`src/rtl/pad_input_filter_pkg.sv`:
```
// ============================================================================
// pad_input_filter_pkg : shared types for the pad input filter
// Rev 1.0
// ============================================================================
`default_nettype none

package pad_input_filter_pkg;

  typedef enum logic [1:0] {
    NONE = 2'd0,
    RISE = 2'd1,
    FALL = 2'd2,
    BOTH = 2'd3
  } edge_sel_e;

  typedef enum logic {
    STABLE  = 1'b0,
    QUALIFY = 1'b1
  } filter_state_e;

endpackage

`default_nettype wire

```
`src/rtl/pad_input_sync.sv`:
```
// ============================================================================
// pad_input_sync : multi-flop synchronizer for one asynchronous bit
// Rev 1.0
// ============================================================================
`default_nettype none

module pad_input_sync #(
  parameter int unsigned SYNC_STAGES = 2,
  parameter logic        RESET_VALUE = 1'b0
) (
  input  logic clk_i,
  input  logic rst_ni,
  input  logic async_i,
  output logic sync_o
);

  logic [SYNC_STAGES-1:0] chain;

  always_ff @(posedge clk_i or negedge rst_ni) begin
    if (!rst_ni) begin
      chain <= {SYNC_STAGES{RESET_VALUE}};
    end else begin
      chain <= {chain[SYNC_STAGES-2:0], async_i};
    end
  end

  assign sync_o = chain[SYNC_STAGES-1];

endmodule

`default_nettype wire

```
`src/rtl/pad_input_filter.sv`:
```
// ============================================================================
// pad_input_filter : synchronize, deglitch and edge-detect one pad input
// Rev 1.0
// ============================================================================
`default_nettype none

module pad_input_filter
  import pad_input_filter_pkg::*;
#(
  parameter int unsigned SYNC_STAGES = 2,
  parameter int unsigned CNT_WIDTH   = 16,
  parameter logic        RESET_VALUE = 1'b0
) (
  input  logic                 clk_i,
  input  logic                 rst_ni,
  input  logic                 pad_i,
  input  logic                 enable_i,
  input  logic [CNT_WIDTH-1:0] filter_len_i,
  input  edge_sel_e            edge_sel_i,
  input  logic                 event_clr_i,
  output logic                 value_o,
  output logic                 edge_pulse_o,
  output logic                 event_o
);

  logic                 sync_q;
  filter_state_e        state;
  logic [CNT_WIDTH-1:0] cnt;
  logic                 differ;
  logic                 commit;
  logic                 dir_match;

  pad_input_sync #(
    .SYNC_STAGES (SYNC_STAGES),
    .RESET_VALUE (RESET_VALUE)
  ) u_sync (
    .clk_i   (clk_i),
    .rst_ni  (rst_ni),
    .async_i (pad_i),
    .sync_o  (sync_q)
  );

  // A commit's direction is the new level, i.e. sync_q itself.
  always_comb begin
    differ = (sync_q != value_o);
    commit = 1'b0;
    if (enable_i && differ) begin
      if (state == STABLE) commit = (filter_len_i == '0);
      else                 commit = (cnt >= filter_len_i);
    end
    dir_match = 1'b0;
    case (edge_sel_i)
      RISE:    dir_match = sync_q;
      FALL:    dir_match = ~sync_q;
      BOTH:    dir_match = 1'b1;
      default: dir_match = 1'b0;
    endcase
  end

  always_ff @(posedge clk_i or negedge rst_ni) begin
    if (!rst_ni) begin
      state        <= STABLE;
      cnt          <= '0;
      value_o      <= RESET_VALUE;
      edge_pulse_o <= 1'b0;
      event_o      <= 1'b0;
    end else begin
      if (!enable_i) begin
        state <= STABLE;
        cnt   <= '0;
      end else begin
        case (state)
          STABLE: begin
            if (differ && (filter_len_i != '0)) begin
              state <= QUALIFY;
              cnt   <= CNT_WIDTH'(1);
            end else begin
              cnt <= '0;
            end
          end
          QUALIFY: begin
            if (!differ || commit) begin
              state <= STABLE;
              cnt   <= '0;
            end else begin
              cnt <= cnt + CNT_WIDTH'(1);
            end
          end
          default: begin
            state <= STABLE;
            cnt   <= '0;
          end
        endcase
      end

      if (commit) value_o <= sync_q;
      edge_pulse_o <= commit;

      // Set beats clear when both land in the same cycle.
      if (commit && dir_match) event_o <= 1'b1;
      else if (event_clr_i)    event_o <= 1'b0;
    end
  end

endmodule

`default_nettype wire

```
`config.mk`:
```
export PLATFORM = sky130hd
export DESIGN_NAME = pad_input_filter
export DESIGN_NICKNAME = d
export VERILOG_FILES = /design/src/rtl/pad_input_filter_pkg.sv /design/src/rtl/pad_input_sync.sv /design/src/rtl/pad_input_filter.sv
export SDC_FILE = /design/constraint.sdc
export NUM_CORES = 1
export LEC_CHECK = 0
export BUFFER_PORTS_ARGS = -buffer_cell sky130_fd_sc_hd__buf_2
export CAP_MARGIN = 15
export CORE_ASPECT_RATIO = 1.1
export CORE_MARGIN = 3
export CORE_UTILIZATION = 50
export DETAILED_ROUTE_END_ITERATION = 7
export GPL_TIMING_DRIVEN = 0
export MAX_ROUTING_LAYER = met4
export PLACE_DENSITY = 0.81
export SLEW_MARGIN = 30
export SYNTH_ARGS = -nofsm -noshare
export SYNTH_HDL_FRONTEND = slang
export SYNTH_SLANG_ARGS = --single-unit
```
`constraint.sdc`:
```
create_clock -name clk_i -period 1.7 [get_ports clk_i]
set_input_delay 0.17 -clock clk_i [delete_from_list [all_inputs] [get_ports clk_i]]
set_output_delay 0.17 -clock clk_i [all_outputs]
set_load 0.05 [all_outputs]
```
Yosys cells after proc, flatten, opt, wreduce, memory -nomap -nowiden

Cells that the tools add are included.

Register bits after elaboration: 22
Input port bits: 23
Output and inout bits: 3
Word-level logic and storage cells: 35

$add $sub $neg: 1
Order comparisons: 1
Equal/unequal tests: 4
Multiplexer cells: 13
Bitwise operators: 2
Reductions and logical operators: 8

Operators with widths:

| operator              | count |
|---|---|
| $mux 16               | 2 |
| $pmux 16 s2           | 1 |
| $add 16x1->16 const B | 1 |
| $ge 16x16->1          | 1 |
| $logic_not 16->1      | 1 |
| $reduce_bool 16->1    | 1 |
| $mux 1                | 8 |
| $eq 2x2->1 const B    | 2 |
| $logic_and 1x1->1     | 3 |
| $pmux 1 s3            | 1 |
| $eq 2x1->1 const B    | 1 |
| $not 1->1             | 2 |
| $pmux 1 s2            | 1 |
| $reduce_bool 2->1     | 1 |
| $logic_not 1->1       | 1 |
| $logic_or 1x1->1      | 1 |
| $ne 1x1->1            | 1 |

Logic depth before layout (Yosys ltp)

Gate-level depths: netlist of the first run.

Depth in word-level cells: 7
Gate-level depth with buffers: 8
Mapped depth without buffers: 7

Modules after synthesis

Synthesis of the first run repeated with hierarchy kept, for this count alone.

Cells, all modules: 153
Area total of the unflattened synthesis: 1565.3 µm²

By module, submodules not included:

| module           | times used | cells an instance | area an instance (µm²) | seq. area each (µm²) |
|---|---|---|---|---|
| pad_input_filter | 1          | 151               | 1515.2                 | 500.5 |
| pad_input_sync   | 1          | 2                 | 50.0                   | 50.0 |

Least setup slack after synthesis of the first run

Ideal clock, no wire load.

Path kind: register to register
From: register cnt[7]
To: register value_o
Library setup time: 0.128 ns
Data arrival time: 1.728 ns
Required time: 1.572 ns
Slack: -0.155 ns
Cell stages (with the launch flop): 7
Path buffers: 0
Clock period less this slack: 1.855 ns
Path through: dfrtp_1 > ha_1 > a21oi_2 > nand3_1 > a221oi_4 > a31oi_1 > mux2_1

Cells in the longest elaborated chain, start to end: 3

RTL lines:

| item                   | line                   | text |
|---|---|---|
| start, declared        | pad_input_filter.sv:28 | `logic [CNT_WIDTH-1:0] cnt;` |
| start signal, assigned | pad_input_filter.sv:86 | `cnt <= cnt + CNT_WIDTH'(1);` |
| $ge 16x16->1           | pad_input_filter.sv:49 | `else commit = (cnt >= filter_len_i);` |
| $mux 1                 | pad_input_filter.sv:48 | `if (state == STABLE) commit = (filter_len_i == '0);` |
| $mux 1                 | pad_input_filter.sv:47 | `if (enable_i && differ) begin` |
| end signal, assigned   | pad_input_filter.sv:96 | `if (commit) value_o <= sync_q;` |
| end, declared          | pad_input_filter.sv:21 | `output logic value_o,` |

No other way between the ends.
A chain may end at the register's enable or synchronous reset.

Worst setup path after layout of the first run

From: register cnt[9]
To: register cnt[6]

Cells in the longest elaborated chain, start to end: 7

RTL lines:

| item             | line                   | text |
|---|---|---|
| $ge 16x16->1     | pad_input_filter.sv:49 |  |
| $mux 1           | pad_input_filter.sv:48 |  |
| $mux 1           | pad_input_filter.sv:47 |  |
| $logic_or 1x1->1 | pad_input_filter.sv:82 | `if (!differ \|\| commit) begin` |
| $mux 16          | pad_input_filter.sv:82 |  |
| $pmux 16 s2      | pad_input_filter.sv:72 | `case (state)` |
| $mux 16          | pad_input_filter.sv:68 | `if (!enable_i) begin` |

No other way between the ends.

==> impl_summary.txt, run 1 <==
----------------------------------------------------
[Global routing]
  Largest net degree at the start of global routing ... 23
  Number of global-route vias before repair ... 1298
  Number of antenna violations at the first check in global routing ... 0
  Wire length of the first global-routing pass ... 5.81 mm
  Remaining global-route overflow ... 0
  Global-route usage over all layers ... 20.5%

[Logic synthesis]
  Post-synth EDFFs ... 0
  Seq cells post-synth ... 22
  Most instantiated flip-flop cell in the synthesis netlist ... sky130_fd_sc_hd__dfrtp_1
  Proportion of synthesized chip area in sequential cells ... 35.2%
  Ys Warns ... 0
  Netlist Area Pre-Place ... 0.00157 sq mm
  Library cells used by synthesis ... 37
  Average cell area after synthesis ... 10.2 sq um
  Post-synthesis instance total ... 153
  Share of async-settable or async-resettable flops after synthesis ... 100%
  Synthesized Nets ... 193

[Job]
  Maximum capacitance violations ... 0

[Routing]
  Post-DR vias/cell ... 5.25
  Router iterations before antenna repair ... 4
  Drc violations ... 0
  Total Routed Length ... 3.60 mm
  Number of DRC markers after the initial detailed-route iteration ... 60
  Drt wl/cell ... 15.4 microns
  DRT antenna net count ... 0
  Count of vias placed by the detailed router ... 1229

[Power]
  Pwr dens ... 602 mW/mm^2
  Overall power of the completed layout ... 1.23 mW
  Worst VDD drop ... 0.728 mV
  Standby leakage power ... 0.962 nW

[Cells and area]
  Nets ... 243
  Area added between synthesis and finish ... 30.9%
  Antenna Cells ... 0
  Final Cell Area ... 0.00205 sq mm
  Share of final-layout standard cells stronger than drive strength 1 ... 41.3%
  Number of fill cells ... 216

[STA]
  Achievable frequency ... 532 MHz
  RSZ-0062 raised after global routing ... yes
  Final critical-path share of the clock period ... 111%
  Worst-margin pin slew ... 0.507 ns
  Worst slew margin relative to its limit ... 66.2%
  Fin Clk Skew ... 0.00170 ns
  Final-report max-slew violation count ... 0
  Final Critical Period ... 1.88 ns
  Final setup slack of the worst path ... -0.179 ns
  Final count of hold timing violations ... 0
  Setup-violating endpoint count in the final report ... 20

[Setup path]
  CP arrival ... 2.13 ns
  CP startpoint kind ... flip-flop
  Critical path start-end classification ... flip-flop to flip-flop
  Max Fanout on Critical Path ... 10
  Kind of capture point of the worst setup path ... flip-flop
  Data required time at the worst endpoint ... 1.95 ns

[Place]
  # port buffers ... 25
  Placement Cell Area ... 0.00182 sq mm
  Total half-perimeter wirelength after legalization and detailed placement ... 2.63 mm
  Weighted congestion reported at the end of routability-driven placement ... 0.839

[Clock network]
  Clock network latency to the later pin of the worst-skew pair ... 0.31 ns
  Number of clock buffers inserted by TritonCTS ... 3
  Clock transition at the registers of the reported paths ... 0.11 ns
  CTS tree ... done
  Number of H-tree levels ... 1
  Root buffer selected by CTS ... sky130_fd_sc_hd__clkbuf_4
  Total clock sinks ... 22
  Clock Tree Buf Depth ... 2

[Floorplan]
  Overall die area ... 0.00384 sq mm
  Horizontal die dimension ... 59.3 microns
  Initial Util ... 54.4%
  # rows ... 20
  Ports placed on the boundary ... 26
  Die H ... 64.7 microns
  Floorplan Core Area ... 0.00288 sq mm

[Status]
  Violated checks ... setup timing
  Result of the run ... complete, but fails checks

[Worst hold path]
  Path type of the worst min-delay path ... input port to flip-flop

----------------------------------------------------
-- area by class of cell --
class	instances	area [sq um]	area share [%]
Multi-Input combinational cell	108	1050	51.0
Inverter	21	78.8	3.85
Timing Repair Buffer	45	284	13.9
Clock buffer	3	22.5	1.10
Buffer	2	23.8	1.16
Tap cell	33	41.3	2.01
Sequential cell	22	553	27.0
-- where the power goes --
group,internal (mW),total [mW],switching (mW),leakage (nW)
logic,0.176,0.415,0.238,0.653
registers,0.560,0.583,0.0227,0.295
clock network,0.0830,0.236,0.153,0.0138
total,0.819,1.23,0.414,0.962
-- registers in the layout, summed over array words and instances, names as in the netlist --
signal / cells
u_sync.chain: 2
cnt: 16
value_o: 1
edge_pulse_o: 1
state: 1
event_o: 1
-- worst max-delay path: stages, from the launching register on --
cell and delay, ns:
sky130_fd_sc_hd__dfrtp_1 0.43, sky130_fd_sc_hd__ha_4 0.23, sky130_fd_sc_hd__a211oi_2 0.20, sky130_fd_sc_hd__nor3_2 0.08
sky130_fd_sc_hd__nor4_4 0.34, sky130_fd_sc_hd__nand4_4 0.22, sky130_fd_sc_hd__buf_12 0.22, sky130_fd_sc_hd__nor2_4 0.08
-- metrics by stage --
step | hold slack, ns | setup slack, ns | std cells | utilization [%] | setup TNS, ns
2_1_floorplan | -0.126 | -0.0645 | 153 | - | -0.199
3_3_place_gp | 0.158 | -0.160 | 211 | 63.3 | -1.65
3_5_place_dp | 0.165 | -0.227 | 211 | 63.3 | -2.85
4_1_cts | 0.136 | -0.152 | 230 | 69.5 | -2.09
5_1_grt | 0.154 | -0.278 | 234 | 71.2 | -4.72
6_report | 0.141 | -0.179 | 234 | 71.2 | -3.04
-- kinds of logic after synthesis --
| logic type | count (synthesis) | share of synthesized area [%] |
|---|---|---|
| flops | 22 | 35.2 |
| compound gates | 12 | 7.35 |
| mux | 2 | 1.36 |
| xor+xnor | 15 | 8.39 |
| simple gates | 62 | 27.6 |
| fa+ha+maj | 17 | 13.6 |
| buf+inv | 23 | 6.55 |
-- worst paths after layout --
path | cells after the start | start | slack, ns | endpoint
max reg2reg | 7 | cnt[9] | -0.18 | cnt[6]
max | 7 | cnt[9] | -0.18 | cnt[6]
min in group asynchronous | 2 | rst_ni | 0.35 | cnt[5]
min reg2reg | 0 | u_sync.chain[0] | 0.37 | u_sync.chain[1]
min | 3 | event_clr_i | 0.14 | event_o
max in group asynchronous | 2 | rst_ni | 0.99 | cnt[7]
-- cell usage after synthesis (2+ instances only) --
cell type / count / area (sq um)
sky130_fd_sc_hd__dfrtp_1: 22 / 551
sky130_fd_sc_hd__nand3_1: 5 / 25.0
sky130_fd_sc_hd__nor2_2: 2 / 12.5
sky130_fd_sc_hd__a31oi_1: 2 / 12.5
sky130_fd_sc_hd__inv_1: 21 / 78.8
sky130_fd_sc_hd__nor2_4: 9 / 101
sky130_fd_sc_hd__o21ai_0: 2 / 10.0
sky130_fd_sc_hd__nor2_1: 12 / 45.0
sky130_fd_sc_hd__nor3_1: 2 / 10.0
sky130_fd_sc_hd__nand2_1: 8 / 30.0
sky130_fd_sc_hd__and2_1: 3 / 18.8
sky130_fd_sc_hd__xor2_1: 11 / 96.3
sky130_fd_sc_hd__ha_1: 17 / 213
sky130_fd_sc_hd__and4_1: 2 / 17.5
sky130_fd_sc_hd__xnor2_1: 4 / 35.0
sky130_fd_sc_hd__nor4_1: 4 / 25.0
sky130_fd_sc_hd__nand4_1: 7 / 43.8
-- metal layers --
layer,global-route usage [%],share of wire [%]
met2,34.0,50
met3,2.39,4.3
met5,-,0
met4,6.80,1.5
met1,25.6,44
-- cell usage in the layout, fill, tap and decap left out, drive strengths merged, types with 2 or more instances in the layout --
cell type    synthesis  layout
o21ai                2       2
nand4                9       9
nor3                 3       3
nor2                23      23
and4                 2       2
nand3                5       5
a31oi                2       2
inv                 21      21
nand2                8       8
nor4                 5       5
xnor2                4       4
dfrtp               22      22
xor2                11      11
buf                  1      44
dlygate4sd3          0       2
a21oi                2       2
and2                 3       3
clkbuf               1       4
ha                  17      17
-- repair_timing --
item / CTS / global route
gates resized for setup: 5 / 6
pin swaps: 4 / 2
endpoints found under the setup margin: 20 / 20
hold buffers: 2 / 0
hold endpoints to repair: 23 / 0
buffers inserted: 14 / 4
Note: power is estimated with default switching activity, not from simulation.
==> run 2: changes to the inputs <==
--- a/config.mk
+++ b/config.mk
@@ -11,3 +11,4 @@
 export CORE_MARGIN = 3
-export CORE_UTILIZATION = 50
+export CORE_UTILIZATION = 36
+export CTS_CLUSTER_SIZE = 40
 export DETAILED_ROUTE_END_ITERATION = 7
@@ -15,3 +16,3 @@
 export MAX_ROUTING_LAYER = met4
-export PLACE_DENSITY = 0.81
+export PLACE_DENSITY = 0.63
 export SLEW_MARGIN = 30
==> constraint.sdc (replaced) <==
create_clock -name clk_i -period 1.7 [get_ports clk_i]
set_input_delay 0.085 -clock clk_i [delete_from_list [all_inputs] [get_ports clk_i]]
set_output_delay 0.085 -clock clk_i [all_outputs]
set_load 0.05 [all_outputs]
==> run 2 against run 1 <==
The flow still finishes with violations (setup timing); worst hold slack lost 0.020 ns; cell count rose by 5.6%; sequential power hardly changed; sequential share of layout area fell by 0.78 points; power increased by 7.6%; clock skew rose by 0.0026 ns; highest routed layer unchanged.
==> impl_summary.txt, run 2 (same netlist as run 1, synthesis figures left out) <==
----------------------------------------------------
[STA]
  Final count of hold timing violations ... 0 (unchanged)
  Setup-violating endpoint count in the final report ... 19 (-5.0%)
  Final critical-path share of the clock period ... 112% (+1.1 points)
  RSZ-0062 raised after global routing ... yes
  Final-report max-slew violation count ... 0 (unchanged)
  Worst-margin pin slew ... 0.530 ns (+0.0233 ns)
  Achievable frequency ... 527 MHz (-0.98%)
  Final Critical Period ... 1.90 ns (+0.0186 ns)
  Final setup slack of the worst path ... -0.198 ns (-0.0186 ns)
  Fin Clk Skew ... 0.00434 ns (+0.00263 ns)
  Sum of negative setup slack ... -2.68 ns (+0.366 ns)
  Worst slew margin relative to its limit ... 64.7% (-1.6 points)

[Power]
  Worst VDD drop ... 0.272 mV (-63%)
  Overall power of the completed layout ... 1.33 mW (+7.6%)
  Switching Power ... 434 uW (+4.7%)
  Sw Share ... 32.7% (-0.90 points)
  Standby leakage power ... 0.953 nW (-0.95%)
  Share of total power in sequential cells ... 43.8% (-3.4 points)
  Pwr dens ... 629 mW/mm^2 (+4.5%)
  Combinational cell fraction of total power ... 31.6% (-2.0 points)
  Share of total power in the clock network ... 24.6% (+5.4 points)
  Int Power ... 893 uW (+9.1%)

[Place]
  Weighted congestion reported at the end of routability-driven placement ... 0.847 (+0.91%)
  Total half-perimeter wirelength after legalization and detailed placement ... 2.67 mm (+1.9%)
  Placement Cell Area ... 0.00185 sq mm (+1.3%)
  # port buffers ... 25 (unchanged)
  DP Worst Slack ... -0.236 ns (-0.00885 ns)

[Setup path]
  CP startpoint kind ... flip-flop
  Data required time at the worst endpoint ... 1.85 ns (-0.10 ns)
  Reg-to-reg endpoint ... value_o
  Count of cells along the worst register-to-register path ... 6 (-1)
  Worst R2R Start ... cnt[2]
  Max Fanout on Critical Path ... 6 (-4)
  Setup slack of the most critical reg-to-reg path ... -0.20 ns (-0.02 ns)
  Critical path start-end classification ... flip-flop to flip-flop
  Kind of capture point of the worst setup path ... flip-flop
  CP arrival ... 2.04 ns (-0.09 ns)

[Cells and area]
  Commonest non-fill, non-tap cell in the layout ... sky130_fd_sc_hd__buf_2
  Area added between synthesis and finish ... 34.9%
  Antenna Cells ... 0 (unchanged)
  Number of fill cells ... 372 (+72%)
  Flip-flop count of the largest register after layout ... 16 (unchanged)
  Final Cell Area ... 0.00211 sq mm (+3.0%)
  Most frequent cells in the layout ... 25 x sky130_fd_sc_hd__buf_2, 21 x sky130_fd_sc_hd__inv_1, 20 x sky130_fd_sc_hd__dfrtp_1
  Nets ... 237 (-2.5%)
  Share of final-layout standard cells stronger than drive strength 1 ... 41.0% (-0.27 points)
  Largest reg by FF count ... cnt
  Regs by FF count ... cnt: 16 flops, u_sync.chain: 2 flops

[Clock network]
  Clock Tree Buf Depth ... 2 (unchanged)
  Number of clock buffers inserted by TritonCTS ... 3 (unchanged)
  Clock transition at the registers of the reported paths ... 0.08 ns (-0.03 ns)
  Clock network latency to the later pin of the worst-skew pair ... 0.26 ns (-0.05 ns)
  Number of H-tree levels ... 1 (unchanged)
  Total clock sinks ... 22 (unchanged)
  CTS tree ... done
  Root buffer selected by CTS ... sky130_fd_sc_hd__clkbuf_8

[Status]
  Violated checks ... setup timing
  Result of the run ... complete, but fails checks

[Floorplan]
  Horizontal die dimension ... 68.9 microns (+16%)
  Ports placed on the boundary ... 26 (unchanged)
  Initial Util ... 38.3% (-16 points)
  # rows ... 24 (+20%)
  Die H ... 75.2 microns (+16%)
  Floorplan Core Area ... 0.00408 sq mm (+42%)
  Overall die area ... 0.00518 sq mm (+35%)

[Routing]
  Number of DRC markers after the initial detailed-route iteration ... 38 (-37%)
  DRT antenna net count ... 0 (unchanged)
  Drt wl/cell ... 14.6 microns (-5.4%)
  Post-DR vias/cell ... 4.95 (-5.7%)
  Total Routed Length ... 3.59 mm (-0.14%)
  Router iterations before antenna repair ... 4 (unchanged)
  Count of vias placed by the detailed router ... 1223 (-0.49%)
  Drc violations ... 0 (unchanged)

[Global routing]
  Remaining global-route overflow ... 0 (unchanged)
  Wire length of the first global-routing pass ... 5.98 mm (+3.0%)
  Number of global-route vias before repair ... 1302 (+0.31%)
  GRT met1 Usage ... 19.9% (-5.7 points)
  Largest net degree at the start of global routing ... 23 (unchanged)
  Met3 layer usage reported by global route ... 1.49% (-0.90 points)
  Number of antenna violations at the first check in global routing ... 0 (unchanged)
  Global-route usage over all layers ... 16.0% (-4.6 points)
  Most crowded layer after global routing ... met2
  Met2 track utilization from global routing ... 26.8% (-7.2 points)

[Worst hold path]
  Hold Crit Start ... event_clr_i
  Path type of the worst min-delay path ... input port to flip-flop
  Instance count along the most critical hold path ... 3 (unchanged)
  Hold Path End ... event_o

[Job]
  Maximum capacitance violations ... 0 (unchanged)

----------------------------------------------------
## run 2: changes by cell type in the layout (fill, tap and decap cells not counted), moves of 2 or more
cell / previous run / this run
sky130_fd_sc_hd__clkbuf_8: 0 / 3
sky130_fd_sc_hd__nor2_4: 10 / 13
sky130_fd_sc_hd__nor2_1: 9 / 7
sky130_fd_sc_hd__buf_4: 17 / 9
sky130_fd_sc_hd__clkbuf_4: 3 / 0
## run 2: worst max-delay path by stage
stage | endpoint | slack (ns) | cells past startpoint | startpoint
floorplan | value_o | -0.06 | 7 | cnt[0]
global placement | value_o | -0.21 | 6 | cnt[7]
detailed placement | value_o | -0.24 | 6 | cnt[6]
CTS | value_o | -0.23 | 6 | cnt[3]
global route | value_o | -0.28 | 6 | cnt[2]
finish | value_o | -0.20 | 6 | cnt[2]
## run 2: worst max-delay path: stages (launching register included)
cell and delay, ns:
sky130_fd_sc_hd__dfrtp_1 0.45, sky130_fd_sc_hd__ha_1 0.28, sky130_fd_sc_hd__nor3_1 0.09, sky130_fd_sc_hd__nor3_2 0.27
sky130_fd_sc_hd__nand3b_4 0.13, sky130_fd_sc_hd__a31oi_1 0.23, sky130_fd_sc_hd__mux2_1 0.34
## run 2: layout make-up
type / count / area, sq um / area share, %
Tap cell: 52 / 65.1 / 3.08
Inverter: 21 / 78.8 / 3.73
Multi-Input combinational cell: 108 / 1090 / 51.6
Timing Repair Buffer: 39 / 260 / 12.3
Buffer: 2 / 23.8 / 1.13
Sequential cell: 22 / 553 / 26.2
Clock buffer: 3 / 41.3 / 1.96
## run 2: per-layer routing
layer | vias to the layer above | share of wire (%)
met5 | - | 0
met4 | 0 | 1.3
met3 | 5 | 3.0
met2 | 21 | 53
met1 | 584 | 43
li1 | 613 | -
## run 2: power groups by stage
stage / Combinational [mW] / Clock (mW) / Sequential (mW)
4_1_cts: 0.416 / 0.338 / 0.582
2_1_floorplan: 0.208 / 0 / 0.658
3_3_place_gp: 0.361 / 0 / 0.596
5_1_grt: 0.451 / 0.354 / 0.588
6_report: 0.419 / 0.327 / 0.581
3_5_place_dp: 0.370 / 0 / 0.598
## run 2: timing repair
| item | CTS | global route |
|---|---|---|
| endpoints found under the setup margin | 20 | 20 |
| pin swaps | 10 | 6 |
| buffers inserted | 11 | 0 |
| gates cloned | 1 | 0 |
| endpoints found under the hold margin | 23 | 0 |
| hold buffers | 2 | 0 |
| gates resized for setup | 12 | 9 |
## run 2: stage by stage
step	hold slack (ns)	instances	utilization, %
6_report	0.121	247	51.7
5_1_grt	0.149	247	51.7
4_1_cts	0.120	247	50.5
3_5_place_dp	0.0954	230	45.2
3_3_place_gp	0.0741	230	45.2
2_1_floorplan	-0.211	153	-
